File: src/rtl/bd_out_handshaker.sv
// Bridges the core's BD_out channel to the BD chip's asynchronous 4-phase
// bundled-data input: capture word, hold data for a setup time, then req/ack.
module bd_out_handshaker #(
  parameter int N      = 21,
  parameter int NSync  = 2,
  parameter int NSetup = 2,
  parameter int Ncount = 16
) (
  input  logic              clk,
  input  logic              reset,
  input  logic [N-1:0]      BD_out_d,
  input  logic              BD_out_v,
  output logic              BD_out_a,
  input  logic              pReset,
  output logic [N-1:0]      bd_data,
  output logic              bd_req,
  input  logic              bd_ack,
  output logic              busy,
  output logic [Ncount-1:0] words_sent,
  output logic [1:0]        state_dbg
);

  localparam logic [1:0] IDLE    = 2'd0;
  localparam logic [1:0] SETUP   = 2'd1;
  localparam logic [1:0] REQ     = 2'd2;
  localparam logic [1:0] RELEASE = 2'd3;

  localparam int CW = (NSetup > 1) ? $clog2(NSetup) : 1;

  logic [1:0]       state;
  logic [NSync-1:0] ack_sync;
  logic             ack_s;
  logic [CW-1:0]    setup_cnt;
  logic             xfer;

  // bd_ack is asynchronous; only the synchronized copy ever steers the FSM.
  always_ff @(posedge clk or negedge reset) begin
    if (!reset) begin
      ack_sync <= '0;
    end else begin
      ack_sync <= {ack_sync[NSync-2:0], bd_ack};
    end
  end

  assign ack_s = ack_sync[NSync-1];

  // Channel handshake: a word moves on any clk edge where BD_out_v and
  // BD_out_a are both high; the producer holds BD_out_d/BD_out_v until then.
  assign BD_out_a  = reset && (state == IDLE) && !pReset && !ack_s;
  assign xfer      = BD_out_v && BD_out_a;
  assign busy      = (state != IDLE);
  assign state_dbg = state;

  always_ff @(posedge clk or negedge reset) begin
    if (!reset) begin
      state      <= IDLE;
      bd_req     <= 1'b0;
      bd_data    <= '0;
      words_sent <= '0;
      setup_cnt  <= '0;
    end else begin
      case (state)
        IDLE: begin
          if (xfer) begin
            bd_data   <= BD_out_d;
            setup_cnt <= CW'(NSetup - 1);
            state     <= SETUP;
          end
        end
        SETUP: begin
          // A pReset here drops the captured word before the chip sees req.
          if (pReset) begin
            state <= IDLE;
          end else if (setup_cnt == '0) begin
            bd_req <= 1'b1;
            state  <= REQ;
          end else begin
            setup_cnt <= setup_cnt - 1'b1;
          end
        end
        REQ: begin
          if (ack_s || pReset) begin
            bd_req <= 1'b0;
            state  <= RELEASE;
          end
        end
        RELEASE: begin
          // Wait for the chip to finish the return-to-zero phase.
          if (!ack_s) begin
            words_sent <= words_sent + 1'b1;
            state      <= IDLE;
          end
        end
        default: state <= IDLE;
      endcase
    end
  end

endmodule

File: config.mk
export PLATFORM = sky130hd
export DESIGN_NAME = bd_out_handshaker
export DESIGN_NICKNAME = d
export VERILOG_FILES = /design/src/rtl/bd_out_handshaker.sv
export SDC_FILE = /design/constraint.sdc
export NUM_CORES = 1
export LEC_CHECK = 0
export CORE_ASPECT_RATIO = 0.7
export CORE_MARGIN = 10
export CORE_UTILIZATION = 39
export DETAILED_ROUTE_END_ITERATION = 8
export GPL_TIMING_DRIVEN = 0
export PLACE_DENSITY_LB_ADDON = 0.08
export SETUP_SLACK_MARGIN = 0.5
export SLEW_MARGIN = 5
export SYNTH_ARGS = -nofsm -noshare
export SYNTH_HDL_FRONTEND = slang
export SYNTH_SLANG_ARGS = --single-unit
File: constraint.sdc
create_clock -name clk -period 1.5 [get_ports clk]
set_input_delay 0.3 -clock clk [delete_from_list [all_inputs] [get_ports clk]]
set_output_delay 0.3 -clock clk [all_outputs]
set_load 0.01 [all_outputs]
==> metrics.md, run 1 <==
| Metric | Value |
|---|---|
| Run status | `complete, but fails checks` |
| Failing checks | `hold timing, setup timing` |
| Ports | `68` |
| Drt wl/cell | `16.3 µm` |
| Placed cells | `254` |
| #FFs+latches synth | `43` |
| Layout cell share with drive strength beyond 1 | `58.6%` |
| Worst skew pair latency | `0.30 ns` |
| Final Hold Fails | `17` |
| CP required | `around 1.2 ns` |
| WP data arrival | `about 1.2 ns` |
| Max-Cap Viols | `0` |
| H-tree depth | `2` |
| Slew Viols, Final | `0` |
| Port bufs | `between 60 and 70` |
| Initial Utilization | `41.2%` |
| Top area cells in the synthesized netlist | `dfrtp_1 59%, mux2_4 15%, xnor2_1 5.3%` |
| ANT cells | `0` |
| Syn Inst Count | `131` |
| Crit Path Max Fanout | `4` |
| Final wirelength | `5080 µm` |
| Final period utilization | `101%` |
| Leak | `0.00162 µW` |
| GPL Wtd Cong | `0.765` |
| Syn_area_per_cell | `13.9 µm²` |
| R2R cell count | `6` |
| Crit path from | `state_dbg[0]` |
| Final nets | `around 280` |
| Worst-path clk slew | `0.09 ns` |
| Buffer levels on the longest clock path | `2` |
| R2R Setup Slk | `0.02 ns` |
| # setup viols final | `2` |
| Tightest Hold Check Type | `in -> async` |
| Starting DRT DRC Count | `34` |
| Vias in the first global route | `between 1500 and 2000` |
| Core area | `4430 µm²` |
| CTS Buf Count | `5` |
| Hold slack | `-0.0668 ns` |
| Clock Skew | `0.0122 ns` |
| CP max-delay cell | `dfrtp_1` |
| Synth area leader | `dfrtp_1` |
| Async S/R FF share, synth | `between 90% and 100%` |
| Worst setup path endpoint | `BD_out_a` |
| GRT Total Usage | `13.2%` |
| Fin crit period | `1.51 ns` |
| Crit Path Category | `reg -> out` |
| Synth Flop Type | `dfrtp_1` |
| Worst reg2reg startpoint | `state_dbg[0]` |
| Peak supply drop | `0.958 mV` |
| Post-synthesis sequential area ratio | `between 50% and 60%` |
| Largest net degree at the start of global routing | `27` |
| Antenna violations before repair | `0` |
| RSZ-0062 raised after global routing | `true` |
| DR vias/cell | `approximately 4.7` |
| Fin cells | `311` |
| Mapped Nets | `158` |
| Utilization after layout | `70.3%` |
| Detailed placer's ending HPWL | `3540 µm` |
| Drt drc | `0` |
| Antenna viol nets, final | `0` |
| Layout area overhead | `70.4%` |
| CP cell instances | `buf_6 -> nor2_4 -> and3_4 -> buf_6` |
| Largest stage delay, worst path | `0.41 ns` |
| Most numerous cell on the critical path | `buf_6` |
| Mapped Area | `roughly 1800 µm²` |
| Synth cell count leaders | `43 x dfrtp_1, 18 x mux2_4, 12 x nand2_1` |
| Crit end category | `primary output` |
| PnR worst setup slack | `-0.0144 ns` |
| Drt first pass iters | `5` |
| M2 GR Usage | `22.0%` |
| Via count | `1467` |
| CTS Sinks | `43` |
| CTS tree | `done` |
| Busiest layer in global routing | `met2` |
| Count leader, synth | `dfrtp_1` |
| Global-route wire length before repair | `about 8000 µm` |
| Element type at the critical path start | `flop` |
| Site Rows | `20` |
| Die area | `7870 µm²` |
| Post-synth top area share | `58.9%` |
| Cell area power density | `~1600 nW/µm²` |
| Met3 usage in global routing | `5.91%` |
| Reg2reg end | `bd_data[20]` |
| Die Ht | `77.3 µm` |
| Yosys warns | `0` |
| Rel. slew slack | `a little over two thirds` |
| Global route overflow | `0` |
| Worst-Margin Slew | `0.453 ns` |
| Synth cell types | `27` |
| CTS root buf | `clkbuf_8` |
| GR Layer Usage met1 | `roughly 15%` |
| Peak Freq | `0.660 GHz` |
| Number of flops mapped to enable cells by yosys | `0` |
| DIE WIDTH | `roughly 100 µm` |
==> per-stage QoR <==
stage	total power (µW)	setup TNS (ns)	instance area (µm²)	setup slack (ns)	hold slack, ns
after CTS	4830	-0.0203	2940	-0.0121	-0.0590
after global routing	5340	-0.624	3110	-0.0609	-0.0402
after floorplan	2700	0	1880	0.0312	0.00441
after global placement	3700	-81.66	2620	-1.90	0.337
after detailed placement	3760	-7.58	2630	-0.528	0.275
final	5040	-0.0147	3110	-0.0144	-0.0668
==> critical path: cells and delay by family (launching register included) <==
| family | cells | cell delay, ns |
|---|---|---|
| flip-flops | 1 | 0.41 |
| AND/OR/NAND/NOR | 2 | 0.27 |
| buffers and inverters | 2 | 0.24 |
==> where the power goes <==
part           switching, µW  internal [µW]  leakage (µW)
Clock                    404            319     0.0000477
Sequential               272           1560      0.000545
Combinational            893           1590       0.00103
==> area by class of cell <==
type / count / area, µm²
flip-flops and latches: 43 / 1080
plain buffers: 3 / 51.3
clock buffers: 5 / 68.8
inverters: 2 / 7.51
multi-input cells: 83 / 803
clock inverters: 3 / 15.0
repair buffers: 117 / 1020
well taps: 55 / 68.8
fillers: 327 / 1320
==> cell families (layout without fill, tap and decap cells) <==
family          after synthesis  count (layout)  synth area share, %
simple gates                 38              38                 11.8
compound gates                7               7                 2.26
buf+inv                       5             130                 1.92
flops                        43              43                 58.9
xor+xnor                     15              15                 7.19
mux                          22              22                 17.3
fa+ha+maj                     1               1                0.685
==> layer usage <==
| layer | routed length (µm) | up-vias | share of wire, % |
|---|---|---|---|
| li1 | - | 691 | - |
| met1 | 2040 | 721 | 40 |
| met2 | 2580 | 48 | 51 |
| met3 | 403 | 7 | 7.9 |
| met4 | 63 | 0 | 1.2 |
| met5 | 0 | - | 0 |
==> repair_timing <==
item,4_1_cts,5_1_grt
pin swaps,18,8
hold endpoints to repair,17,17
buffers inserted,38,11
setup endpoints to repair,80,83
gates resized for setup,201,17
==> registers in the layout (all words and copies together) (netlist names), named ones only <==
name and cells:
ack_sync 2, words_sent 16, state_dbg 1, bd_req 1
bd_data 21, setup_cnt 1
==> cell usage in the layout, fill, tap and decap left out, types with 4 or more instances in the layout <==
cell type / netlist / layout
mux2_4: 18 / 19
dfrtp_2: 0 / 5
dfrtp_1: 43 / 38
nand2_1: 12 / 11
xor2_1: 4 / 4
clkdlybuf4s50_1: 0 / 23
clkbuf_8: 0 / 5
buf_4: 0 / 41
xnor2_1: 11 / 9
buf_2: 1 / 20
buf_6: 2 / 32
nor2_1: 8 / 4
==> worst min path at each step <==
stage / endpoint / slack, ns / cells after the start
2_1_floorplan: asynchronous set/reset pin / 0.004 / 0
3_3_place_gp: ack_sync[1] / 0.34 / 0
3_5_place_dp: ack_sync[1] / 0.27 / 1
4_1_cts: ack_sync[1] / -0.06 / 1
5_1_grt: ack_sync[0] / -0.04 / 1
6_report: ack_sync[0] / -0.07 / 1
(Power assumes the default switching activity.)
==> run 2: changes to the inputs <==
--- a/config.mk
+++ b/config.mk
@@ -6,7 +6,7 @@
 export NUM_CORES = 1
 export LEC_CHECK = 0
 export CORE_ASPECT_RATIO = 0.7
-export CORE_MARGIN = 10
+export CORE_MARGIN = 3
 export CORE_UTILIZATION = 39
 export DETAILED_ROUTE_END_ITERATION = 8
 export GPL_TIMING_DRIVEN = 0
==> run 2 against run 1 <==
Net effect: the run still ends with hold timing, setup timing left; sequential share of layout area shrank 0.50 points; highest routed layer unchanged; hold slack gained 0.0028 ns; clock power shrank 3.0%; critical endpoint is now busy; clock skew decreased by 0.0067 ns; die area shrank 29%; routed wire length fell by 5.9%; critical path depth decreased by 1; non-clock buffer count increased by 7; setup slack gained 0.013 ns; first-iteration DRC count grew 85%; maximum frequency rose by 0.84%; register-to-register slack better by 0.03 ns.
==> metrics.md, run 2 (synthesis results as in run 1) <==
| Metric | Value |
|---|---|
| Via count | `1471 (+0.27%)` |
| Final nets | `289 (+2.5%)` |
| Hold slack | `-0.0640 ns (+0.00284 ns)` |
| Tightest Hold Check Type | `in -> async` |
| Worst skew pair latency | `0.29 ns (about the same)` |
| DIE WIDTH | `87.8 µm (-14%)` |
| Die area | `5550 µm² (-29%)` |
| Crit Path Category | `reg -> out` |
| Site Rows | `20 (unchanged)` |
| Layout area overhead | `73.1%` |
| CP required | `1.20 ns (about the same)` |
| Die Ht | `63.3 µm (-18%)` |
| Element type at the critical path start | `flop` |
| Failing checks | `hold timing, setup timing` |
| Drt drc | `0 (unchanged)` |
| CTS root buf | `clkbuf_8` |
| Drt first pass iters | `4 (-1)` |
| Most frequent cells in the layout | `45 x buf_4, 37 x dfrtp_1, 28 x buf_2` |
| Port bufs | `67 (unchanged)` |
| Commonest non-fill, non-tap cell in the layout | `buf_4` |
| Crit end category | `primary output` |
| Top Registers | `bd_data x21, words_sent x16, ack_sync x2` |
| Final wirelength | `4780 µm (-5.9%)` |
| Total power draw | `4940 µW (-1.9%)` |
| Placed cells | `254 (unchanged)` |
| ANT cells | `0 (unchanged)` |
| GRT Total Usage | `17.5% (+4.3 points)` |
| Worst-Margin Slew | `0.686 ns (+0.233 ns)` |
| Vias in the first global route | `1506 (-5.0%)` |
| Leak | `0.00166 µW (+2.3%)` |
| H-tree depth | `2 (unchanged)` |
| Largest register FFs | `21 (unchanged)` |
| Antenna viol nets, final | `0 (unchanged)` |
| Antenna violations before repair | `0 (unchanged)` |
| Top Layer Used | `met4` |
| Clock Skew | `0.00554 ns (-0.00666 ns)` |
| Global route overflow | `0 (unchanged)` |
| Worst reg2reg startpoint | `state_dbg[0]` |
| Detailed placer's ending HPWL | `2840 µm (-20%)` |
| Largest stage delay, worst path | `0.44 ns (+0.03 ns)` |
| Ports | `68 (unchanged)` |
| Hold-fix buffer count after cts | `1` |
| Peak Freq | `0.666 GHz (+0.84%)` |
| CTS Sinks | `43 (unchanged)` |
| Layout cell share with drive strength beyond 1 | `60.1% (+1.5 points)` |
| Initial Utilization | `41.2% (unchanged)` |
| Worst slack, placed | `-0.505 ns (+0.0230 ns)` |
| CP max-delay cell | `dfrtp_2` |
| Metal3 WL | `289 µm (-28%)` |
| R2R cell count | `6 (unchanged)` |
| Fillers | `324 (-0.92%)` |
| Reg2reg end | `bd_data[12]` |
| Rel. slew slack | `54.2% (-16 points)` |
| Placed Area | `2630 µm² (unchanged)` |
| Run status | `complete, but fails checks` |
| Routed wl met2 | `2330 µm (-9.6%)` |
| Final Hold Fails | `28 (+11)` |
| Core area | `4430 µm² (unchanged)` |
| WP data arrival | `1.20 ns (about the same)` |
| Top reg by flops | `bd_data` |
| Design Area, Final | `3160 µm² (+1.6%)` |
| Starting DRT DRC Count | `63 (+85%)` |
| CTS tree | `done` |
| Worst setup path endpoint | `busy` |
| CTS Buf Count | `5 (unchanged)` |
| RSZ-0062 raised after global routing | `true` |
| GPL Wtd Cong | `0.730 (-4.6%)` |
| Final period utilization | `100% (-0.84 points)` |
| R2R Setup Slk | `0.05 ns (+0.03 ns)` |
| Peak supply drop | `1.07 mV (+12%)` |
| Slew Viols, Final | `0 (unchanged)` |
| Worst-path clk slew | `0.08 ns (about the same)` |
| Buffer levels on the longest clock path | `2 (unchanged)` |
| Worst Path Buf+Inv | `2 (unchanged)` |
| Most numerous cell on the critical path | `buf_6` |
| PnR worst setup slack | `-0.00188 ns (+0.0126 ns)` |
| Crit Path Max Fanout | `3 (-1)` |
| Fin cells | `318 (+2.3%)` |
| Cell family with most CP delay | `flip-flops` |
| DR vias/cell | `4.63 (-1.9%)` |
| Wl on met1 | `2090 µm (+2.4%)` |
| Fin crit period | `1.50 ns (-0.0126 ns)` |
| CP cell instances | `buf_6 -> or2_4 -> buf_6` |
| Drt wl/cell | `15.0 µm (-8.0%)` |
| Cell area power density | `1560 nW/µm² (-3.5%)` |
| # setup viols final | `1 (-1)` |
| Largest net degree at the start of global routing | `30 (+11%)` |
| Worst path depth | `3 (-1)` |
| Max-Cap Viols | `0 (unchanged)` |
| Global-route wire length before repair | `7430 µm (-8.3%)` |
## run 2: cell count changes in the layout (fill, tap and decap cells not counted), sizes merged
cell | previous run | this run
buf | 96 | 102
clkbuf | 5 | 7
dlymetal6s4s | 0 | 1
clkinv | 3 | 1
## run 2: what timing repair did
| item | in CTS | in global routing |
|---|---|---|
| endpoints found under the hold margin | 15 | 28 |
| gates resized for setup | 209 | 17 |
| endpoints found under the setup margin | 80 | 98 |
| pin swaps | 10 | 10 |
| setup buffers | 41 | 14 |
## run 2: metrics by stage
stage / utilization, % / hold WS (ns) / TNS, ns
after floorplan: - / 0.00441 / 0
after global placement: 59.0 / 0.338 / -82.77
after detailed placement: 59.4 / 0.240 / -7.01
after CTS: 67.2 / -0.0668 / -0.00593
after global routing: 71.4 / -0.0568 / -0.0872
final: 71.4 / -0.0640 / -0.00188
## run 2: where the power goes
part	switching [µW]	internal, µW	total, µW	leakage, µW
clock	374	327	701	0.0000422
sequential	289	1560	1850	0.000543
combinational	889	1500	2390	0.00107
total	1550	3390	4940	0.00166
## run 2: cell type report
class	count	area (µm²)	share of cell area (%)
Sequential cell	43	1080	34.3
Timing Repair Buffer	124	1030	32.6
Multi-Input combinational cell	83	838	26.5
Clock buffer	7	76.3	2.41
Tap cell	55	68.8	2.18
Buffer	3	51.3	1.62
Inverter	2	7.51	0.237
Clock inverter	1	5.00	0.158
## run 2: how the worst min path moves through the flow
| stage | end | slack (ns) | cells after the start |
|---|---|---|---|
| after floorplan | asynchronous set/reset pin | 0.004 | 0 |
| after global placement | ack_sync[1] | 0.34 | 0 |
| after detailed placement | words_sent[11] | 0.24 | 1 |
| after CTS | words_sent[10] | -0.07 | 2 |
| after global routing | words_sent[9] | -0.06 | 2 |
| final | words_sent[9] | -0.06 | 2 |
## run 2: metal layers
layer / track usage [%] / up-vias
met1: 23.4 / 710
li1: - / 703
met2: 27.6 / 49
met3: 4.84 / 9
met4: 5.36 / 0
met5: 0 / -
